## src/rtl/hsl_pkg.sv

```systemverilog
// Shared definitions for the RGB/HSL colour-space converters: FSM state encoding and
// default channel depths.
package hsl_pkg;

  localparam int unsigned DefHueDepth = 8;
  localparam int unsigned DefSatDepth = 8;
  localparam int unsigned DefRgbDepth = 8;

  typedef enum logic [2:0] {
    StIdle,
    StPrep,
    StDivS,
    StDivH,
    StDone
  } hsl_state_e;

  // Counter width able to hold the value n.
  function automatic int unsigned cnt_width(input int unsigned n);
    return $clog2(n + 1);
  endfunction

endpackage

```

## src/rtl/seq_divider.sv

```systemverilog
// Restoring divider, one quotient bit per cycle. The caller guarantees dividend < divisor
// (or divisor == 0, which yields all-ones), and zeros are shifted in for `steps` cycles.
module seq_divider #(
  parameter int unsigned Width    = 11,
  parameter int unsigned QuoWidth = 9,
  parameter int unsigned CntWidth = $clog2(QuoWidth + 1)
) (
  input  logic                clk,
  input  logic                rst_n,
  input  logic                start,
  input  logic [Width-1:0]    dividend,
  input  logic [Width-1:0]    divisor,
  input  logic [CntWidth-1:0] steps,
  output logic                done,
  output logic [QuoWidth-1:0] quotient
);

  logic [Width-1:0]    rem_q, rem_d;
  logic [Width-1:0]    dsr_q, dsr_d;
  logic [QuoWidth-1:0] quo_q, quo_d, quo_step;
  logic [CntWidth-1:0] cnt_q, cnt_d;
  logic [Width:0]      rem_shift, rem_sub;
  logic                fits;
  logic                busy;

  always_comb begin
    rem_shift = {rem_q, 1'b0};
    fits      = rem_shift >= {1'b0, dsr_q};
    rem_sub   = rem_shift - {1'b0, dsr_q};
    quo_step  = {quo_q[QuoWidth-2:0], fits};
  end

  assign busy     = cnt_q != '0;
  // Quotient is presented combinationally during the final step so the caller can
  // capture it and restart the divider on the same edge.
  assign done     = cnt_q == CntWidth'(1);
  assign quotient = quo_step;

  always_comb begin
    rem_d = rem_q;
    dsr_d = dsr_q;
    quo_d = quo_q;
    cnt_d = cnt_q;
    if (start) begin
      rem_d = dividend;
      dsr_d = divisor;
      quo_d = '0;
      cnt_d = steps;
    end else if (busy) begin
      rem_d = fits ? rem_sub[Width-1:0] : rem_shift[Width-1:0];
      quo_d = quo_step;
      cnt_d = cnt_q - CntWidth'(1);
    end
  end

  always_ff @(posedge clk or negedge rst_n) begin
    if (!rst_n) begin
      rem_q <= '0;
      dsr_q <= '0;
      quo_q <= '0;
      cnt_q <= '0;
    end else begin
      rem_q <= rem_d;
      dsr_q <= dsr_d;
      quo_q <= quo_d;
      cnt_q <= cnt_d;
    end
  end

endmodule

```

## src/rtl/rgb_to_hsl.sv

```systemverilog
// Sequential RGB to HSL converter. Saturation and hue are produced by one shared
// restoring divider; results are held in DONE until the consumer takes them.
module rgb_to_hsl
  import hsl_pkg::*;
#(
  parameter int unsigned HUE_DEPTH = DefHueDepth,
  parameter int unsigned SAT_DEPTH = DefSatDepth,
  parameter int unsigned RGB_DEPTH = DefRgbDepth
) (
  input  logic                 clk,
  input  logic                 rst_n,
  input  logic [RGB_DEPTH-1:0] r,
  input  logic [RGB_DEPTH-1:0] g,
  input  logic [RGB_DEPTH-1:0] b,
  input  logic                 in_valid,
  output logic                 in_ready,
  output logic [HUE_DEPTH-1:0] h,
  output logic [SAT_DEPTH-1:0] s,
  output logic [RGB_DEPTH-1:0] l,
  output logic                 out_valid,
  input  logic                 out_ready
);

  // 6C and the hue numerator need RGB_DEPTH+3 bits; the signed form one more.
  localparam int unsigned NumWidth = RGB_DEPTH + 3;
  localparam int unsigned SgnWidth = RGB_DEPTH + 4;
  localparam int unsigned QuoWidth = (SAT_DEPTH + 1 > HUE_DEPTH) ? SAT_DEPTH + 1 : HUE_DEPTH;
  localparam int unsigned CntWidth = cnt_width(QuoWidth);

  hsl_state_e state_q, state_d;

  logic [RGB_DEPTH-1:0] r_q, r_d, g_q, g_d, b_q, b_d;
  logic [RGB_DEPTH-1:0] c_q, c_d;
  logic [NumWidth-1:0]  num_q, num_d;
  logic [HUE_DEPTH-1:0] h_q, h_d;
  logic [SAT_DEPTH-1:0] s_q, s_d;
  logic [RGB_DEPTH-1:0] l_q, l_d;

  logic                 r_max, g_max;
  logic [RGB_DEPTH-1:0] max_v, min_v, c_v, l_v;
  logic [RGB_DEPTH:0]   sum_v, l_dbl, l2_v;
  logic signed [SgnWidth-1:0] rs, gs, bs, cs, c6s, n_raw, n_adj;
  logic [NumWidth-1:0]  num_v, c6_hue;

  logic                 div_start, div_done;
  logic [NumWidth-1:0]  div_dividend, div_divisor;
  logic [CntWidth-1:0]  div_steps;
  logic [QuoWidth-1:0]  div_quotient;
  logic [SAT_DEPTH:0]   sat_raw;
  logic [SAT_DEPTH-1:0] sat_v;

  // Colour statistics from the registered sample, consumed in PREP.
  always_comb begin
    min_v = (r_q <= g_q) ? r_q : g_q;
    if (b_q < min_v) min_v = b_q;
    r_max = (r_q >= g_q) && (r_q >= b_q);
    g_max = !r_max && (g_q >= b_q);
    max_v = r_max ? r_q : (g_max ? g_q : b_q);
    c_v   = max_v - min_v;
    sum_v = {1'b0, max_v} + {1'b0, min_v};
    l_v   = sum_v[RGB_DEPTH:1];
    l_dbl = {l_v, 1'b0};
    // Upper half: 2^(RGB_DEPTH+1) - 2l, i.e. two's complement in RGB_DEPTH+1 bits.
    l2_v  = l_v[RGB_DEPTH-1] ? ({(RGB_DEPTH + 1){1'b0}} - l_dbl) : l_dbl;

    rs  = SgnWidth'(r_q);
    gs  = SgnWidth'(g_q);
    bs  = SgnWidth'(b_q);
    cs  = SgnWidth'(c_v);
    c6s = (cs <<< 2) + (cs <<< 1);
    if (r_max)      n_raw = gs - bs;
    else if (g_max) n_raw = (cs <<< 1) + bs - rs;
    else            n_raw = (cs <<< 2) + rs - gs;
    n_adj = (n_raw < 0) ? n_raw + c6s : n_raw;
    num_v = n_adj[NumWidth-1:0];
  end

  assign c6_hue  = (NumWidth'(c_q) << 2) + (NumWidth'(c_q) << 1);
  assign sat_raw = div_quotient[SAT_DEPTH:0];
  assign sat_v   = sat_raw[SAT_DEPTH] ? {SAT_DEPTH{1'b1}} : sat_raw[SAT_DEPTH-1:0];

  always_comb begin
    state_d      = state_q;
    r_d          = r_q;
    g_d          = g_q;
    b_d          = b_q;
    c_d          = c_q;
    num_d        = num_q;
    h_d          = h_q;
    s_d          = s_q;
    l_d          = l_q;
    div_start    = 1'b0;
    div_dividend = '0;
    div_divisor  = '0;
    div_steps    = '0;
    unique case (state_q)
      StIdle: begin
        if (in_valid) begin
          r_d     = r;
          g_d     = g;
          b_d     = b;
          state_d = StPrep;
        end
      end
      StPrep: begin
        l_d   = l_v;
        c_d   = c_v;
        num_d = num_v;
        if (c_v == '0) begin
          h_d     = '0;
          s_d     = '0;
          state_d = StDone;
        end else begin
          // C*2^S/L2 computed as C*2^(S+1)/(2*L2) so only zeros are shifted in.
          div_start    = 1'b1;
          div_dividend = NumWidth'(c_v);
          div_divisor  = NumWidth'({l2_v, 1'b0});
          div_steps    = CntWidth'(SAT_DEPTH + 1);
          state_d      = StDivS;
        end
      end
      StDivS: begin
        if (div_done) begin
          s_d          = sat_v;
          div_start    = 1'b1;
          div_dividend = num_q;
          div_divisor  = c6_hue;
          div_steps    = CntWidth'(HUE_DEPTH);
          state_d      = StDivH;
        end
      end
      StDivH: begin
        if (div_done) begin
          h_d     = div_quotient[HUE_DEPTH-1:0];
          state_d = StDone;
        end
      end
      StDone: begin
        if (out_ready) state_d = StIdle;
      end
      default: state_d = StIdle;
    endcase
  end

  always_ff @(posedge clk or negedge rst_n) begin
    if (!rst_n) begin
      state_q <= StIdle;
      r_q     <= '0;
      g_q     <= '0;
      b_q     <= '0;
      c_q     <= '0;
      num_q   <= '0;
      h_q     <= '0;
      s_q     <= '0;
      l_q     <= '0;
    end else begin
      state_q <= state_d;
      r_q     <= r_d;
      g_q     <= g_d;
      b_q     <= b_d;
      c_q     <= c_d;
      num_q   <= num_d;
      h_q     <= h_d;
      s_q     <= s_d;
      l_q     <= l_d;
    end
  end

  seq_divider #(
    .Width   (NumWidth),
    .QuoWidth(QuoWidth),
    .CntWidth(CntWidth)
  ) u_div (
    .clk     (clk),
    .rst_n   (rst_n),
    .start   (div_start),
    .dividend(div_dividend),
    .divisor (div_divisor),
    .steps   (div_steps),
    .done    (div_done),
    .quotient(div_quotient)
  );

  assign in_ready  = state_q == StIdle;
  assign out_valid = state_q == StDone;
  assign h         = h_q;
  assign s         = s_q;
  assign l         = l_q;

endmodule

```

## config.mk

```make
export PLATFORM = sky130hd
export DESIGN_NAME = rgb_to_hsl
export DESIGN_NICKNAME = d
export VERILOG_FILES = /design/src/rtl/hsl_pkg.sv /design/src/rtl/seq_divider.sv /design/src/rtl/rgb_to_hsl.sv
export SDC_FILE = /design/constraint.sdc
export NUM_CORES = 1
export LEC_CHECK = 0
export CAP_MARGIN = 20
export CELL_PAD_IN_SITES_DETAIL_PLACEMENT = 0
export CELL_PAD_IN_SITES_GLOBAL_PLACEMENT = 1
export CORE_MARGIN = 2
export CORE_UTILIZATION = 46
export CTS_CLUSTER_SIZE = 25
export DETAILED_ROUTE_END_ITERATION = 10
export GPL_TIMING_DRIVEN = 0
export PLACE_DENSITY = 0.85
export REMOVE_ABC_BUFFERS = 1
export SLEW_MARGIN = 20
export SYNTH_ARGS = -nofsm -noshare
export SYNTH_HDL_FRONTEND = slang
export SYNTH_SLANG_ARGS = --single-unit
```

## constraint.sdc

```tcl
create_clock -name clk -period 23.5 [get_ports clk]
set_input_delay 4.7 -clock clk [delete_from_list [all_inputs] [get_ports clk]]
set_output_delay 4.7 -clock clk [all_outputs]
set_load 0.005 [all_outputs]
```

==> impl_metrics.ini <==
[die]
core_area_um2 = 18900
dieArea_um2 = 20500
die_x_um = 143
io-pin-count = 54
floorplan.die.height_um = 143
std_cell_rows = 50
starting_density_pct = 47.2

[placed_design]
port-buffer-count = 53
place_hpwl_um = 17000
detailed_place.area_um2 = 9710
detailedPlace.worstSlack_ns = 13.35
gp_routability_congestion = 0.875

[synthesis]
ys_seq_elements = 103
post_synth_fa_ha_maj_area_fraction_pct = 21.7
area_fraction_in_compound_gates_after_synthesis_pct = 19.5
synth.mux.area_fraction_pct = 4.70
synthDistinctLibCells = 62
synth_cells = 1038
synthesis.yosys.warnings = 0
ys_dominant_reg_cell = dfrtp_1
synth.most_common_cell = nand2_1
synth_area_leader = dfrtp_1
synth-edff-count = 0
synth_top_family_by_area = adder cells
synth_top_cell_area_share_pct = 28.9
postSynthAreaPerCell_um2 = 8.60
yosys.area_share.xor_xnor_pct = 5.40
synth_area_um2 = 8920
asyncSetResetFlopFracSynth_pct = 100
synth_simple_gate_area_share_pct = 14.8
post_synth_most_frequent_cells = nand2_1, ha_1, dfrtp_1
synth.top_cells.by_area = dfrtp_1, ha_1, fa_1
synth.yosys.seq_area_share_pct = 28.9

[clock_tree]
clock_latency_ns = 0.37
postCtsResizedCells = 0
cts.reportedPaths.clkPinSlew_ns = 0.08
postCtsSetupBuffers = 0
cts-hold-fix-buffers = 0
cts-root-to-sink-buffers = 2
htreeDepth = 3
root_buffer = clkbuf_16
cts_made_buffers = 9
tritoncts = yes
numClockSinks = 103

[worst_hold_path]
hold_path.class = flip-flop to flip-flop
timing.hold.worst.start = num_q[2]

[sta]
postLayoutSetupSlackWorst_ns = 13.54
clock.fmax_mhz = 100
timing.final.hold_violations = 0
timing_worst_slew_pin_value_ns = 1.06
layout_min_cycle_time_ns = 9.96
count_of_final_setup_violators = 0
setup_repair_after_global_routing_missed_its_margin = no
final_min_period_over_clock_period_pct = 42.4
timing.setup.tns_ns = 0
maxSlewViolCount = 0
clock-skew-final_ns = 0.0100
slew_headroom_pct = 28.9

[route]
final_antenna_net_count = 0
remaining_drc_errors = 0
detailedRoute.firstIterationViolations = 340
avgRoutedWirePerCell_um = 16.4
first_pass_iters = 5
viasPerCell = 5.44
route.vias.total = 7268
routed_wirelength_um = 21900

[setup_path]
crit_path_max_fanout = 15
cp_data_arrival_time_ns = 10.22
timing.critical_path.to_type = flip-flop
timing.rr.start = g_q[1]
critPathRequiredTime_ns = 23.76
max_stage_delay_on_crit_path_ns = 0.56
critPathKind = flip-flop to flip-flop
slowest_stage = xnor2_1
worstSetupStartpointType = flip-flop
critical_path.startpoint = g_q[1]

[job]
drv.max_cap_violation_count = 0

[global_routing]
grt_pass1_vias = 7244
grt_start_max_net_pins = 66
grt_pass1_wl_um = 36800
grtUsageTotal_pct = 22.7
overflow = 0
number_of_antenna_violations_at_the_first_check_in_global_routing = 0

[finish]
drive_above_1_share_pct = 3.72
filler_cell_count = 1835
final_instance_area_um2 = 10000
post-route-util_pct = 53.1
antennaDiodeCount = 0
syn2layout_area_growth_pct = 12.3
nNetsFinal = 1237

[run_status]
outcome = finished, final reports clean
-- state kept, by name (all words and copies together) (netlist names) --
register	cells
u_div.quo_q	8
c_q	8
g_q	8
l	8
num_q	11
u_div.dsr_q	10
s	8
h	8
b_q	8
r_q	8
state_q	3
u_div.rem_q	11
u_div.cnt_q	4
-- final timing paths --
| kind | to | slack [ns] | depth (start not counted) |
|---|---|---|---|
| hold reg to reg | num_q[2] | 0.48 | 2 |
| max in group asynchronous | l[6] | 18.60 | 2 |
| setup reg to reg | num_q[10] | 13.54 | 40 |
| setup / recovery | num_q[10] | 13.54 | 40 |
| hold / removal | num_q[2] | 0.48 | 2 |
| min in group asynchronous | u_div.dsr_q[2] | 4.24 | 1 |
-- area by class of cell --
cell class                      instances  area, um^2  share of cell area, %
Inverter                               85         319                   3.18
Tap cell                              260         325                   3.25
Timing Repair Buffer                   57         586                   5.84
Clock inverter                          7        81.3                  0.811
Sequential cell                       103        2580                   25.7
Multi-Input combinational cell        815        5910                   59.0
Clock buffer                            9         225                   2.25
-- metal layers --
metal  global-route usage (%)  vias to the layer above  wire, um
met2                     40.6                      100     11000
met4                     5.26                        0       403
li1                         -                     3663         -
met5                        0                        -         0
met1                     29.0                     3488      9890
met3                     3.45                       17       566
-- cell families (layout without fill, tap and decap cells) --
family                     after synthesis  after routing
xor gates and xnor gates                55             55
muxes                                   40             40
and+or+nand+nor                        296            296
adders and majority gates              138            138
buffers and inverters                  120            158
AOI/OAI and AO/OA                      286            286
DFF                                    103            103
-- stage by stage --
step / hold WS, ns / instances
final: 0.483 / 1336
after global routing: 0.507 / 1336
after CTS: 0.489 / 1336
after detailed placement: 0.472 / 1320
after global placement: 0.464 / 1316
after floorplan: 0.447 / 1003
-- cell usage in the layout (no fill, tap or decap), types with 3 or more instances in the layout --
cell,synthesis,layout
o211ai_1,5,5
clkbuf_16,0,9
a21oi_1,79,79
nand2b_1,9,9
xor2_1,12,12
a22oi_1,13,13
a221oi_1,4,4
o31ai_1,4,4
o31a_1,4,4
nor3_1,28,27
nand3_1,10,10
o21ai_0,87,87
mux2_2,3,3
clkdlybuf4s50_1,0,52
o21ai_1,20,19
fa_1,28,28
o21a_1,12,12
o221ai_1,6,5
nor2_1,76,76
or3_1,4,4
or2_2,4,4
nand2_1,128,127
and2_1,4,3
o21bai_1,7,7
a211o_1,5,5
mux2i_1,28,28
o41ai_1,4,4
a31oi_1,10,10
nor2b_1,14,14
ha_1,110,110
a21o_1,12,12
nand4_1,6,6
dfrtp_1,103,103
inv_1,84,84
xnor2_1,43,43
mux2_1,8,8
-- worst max-delay path: cells and delay by family, from the launching register on --
| family | cells | cell delay [ns] |
|---|---|---|
| buffers and inverters | 5 | 0.77 |
| XOR/XNOR | 2 | 0.70 |
| adder cells (fa/ha/maj) | 8 | 2.96 |
| flip-flops | 1 | 0.44 |
| AND/OR/NAND/NOR | 5 | 0.91 |
| multiplexers | 3 | 0.78 |
| AO/OA/AOI/OAI | 17 | 3.29 |
Power is not shown: default switching activity piles up to over one toggle a cycle in this logic, so the estimate is an artifact.
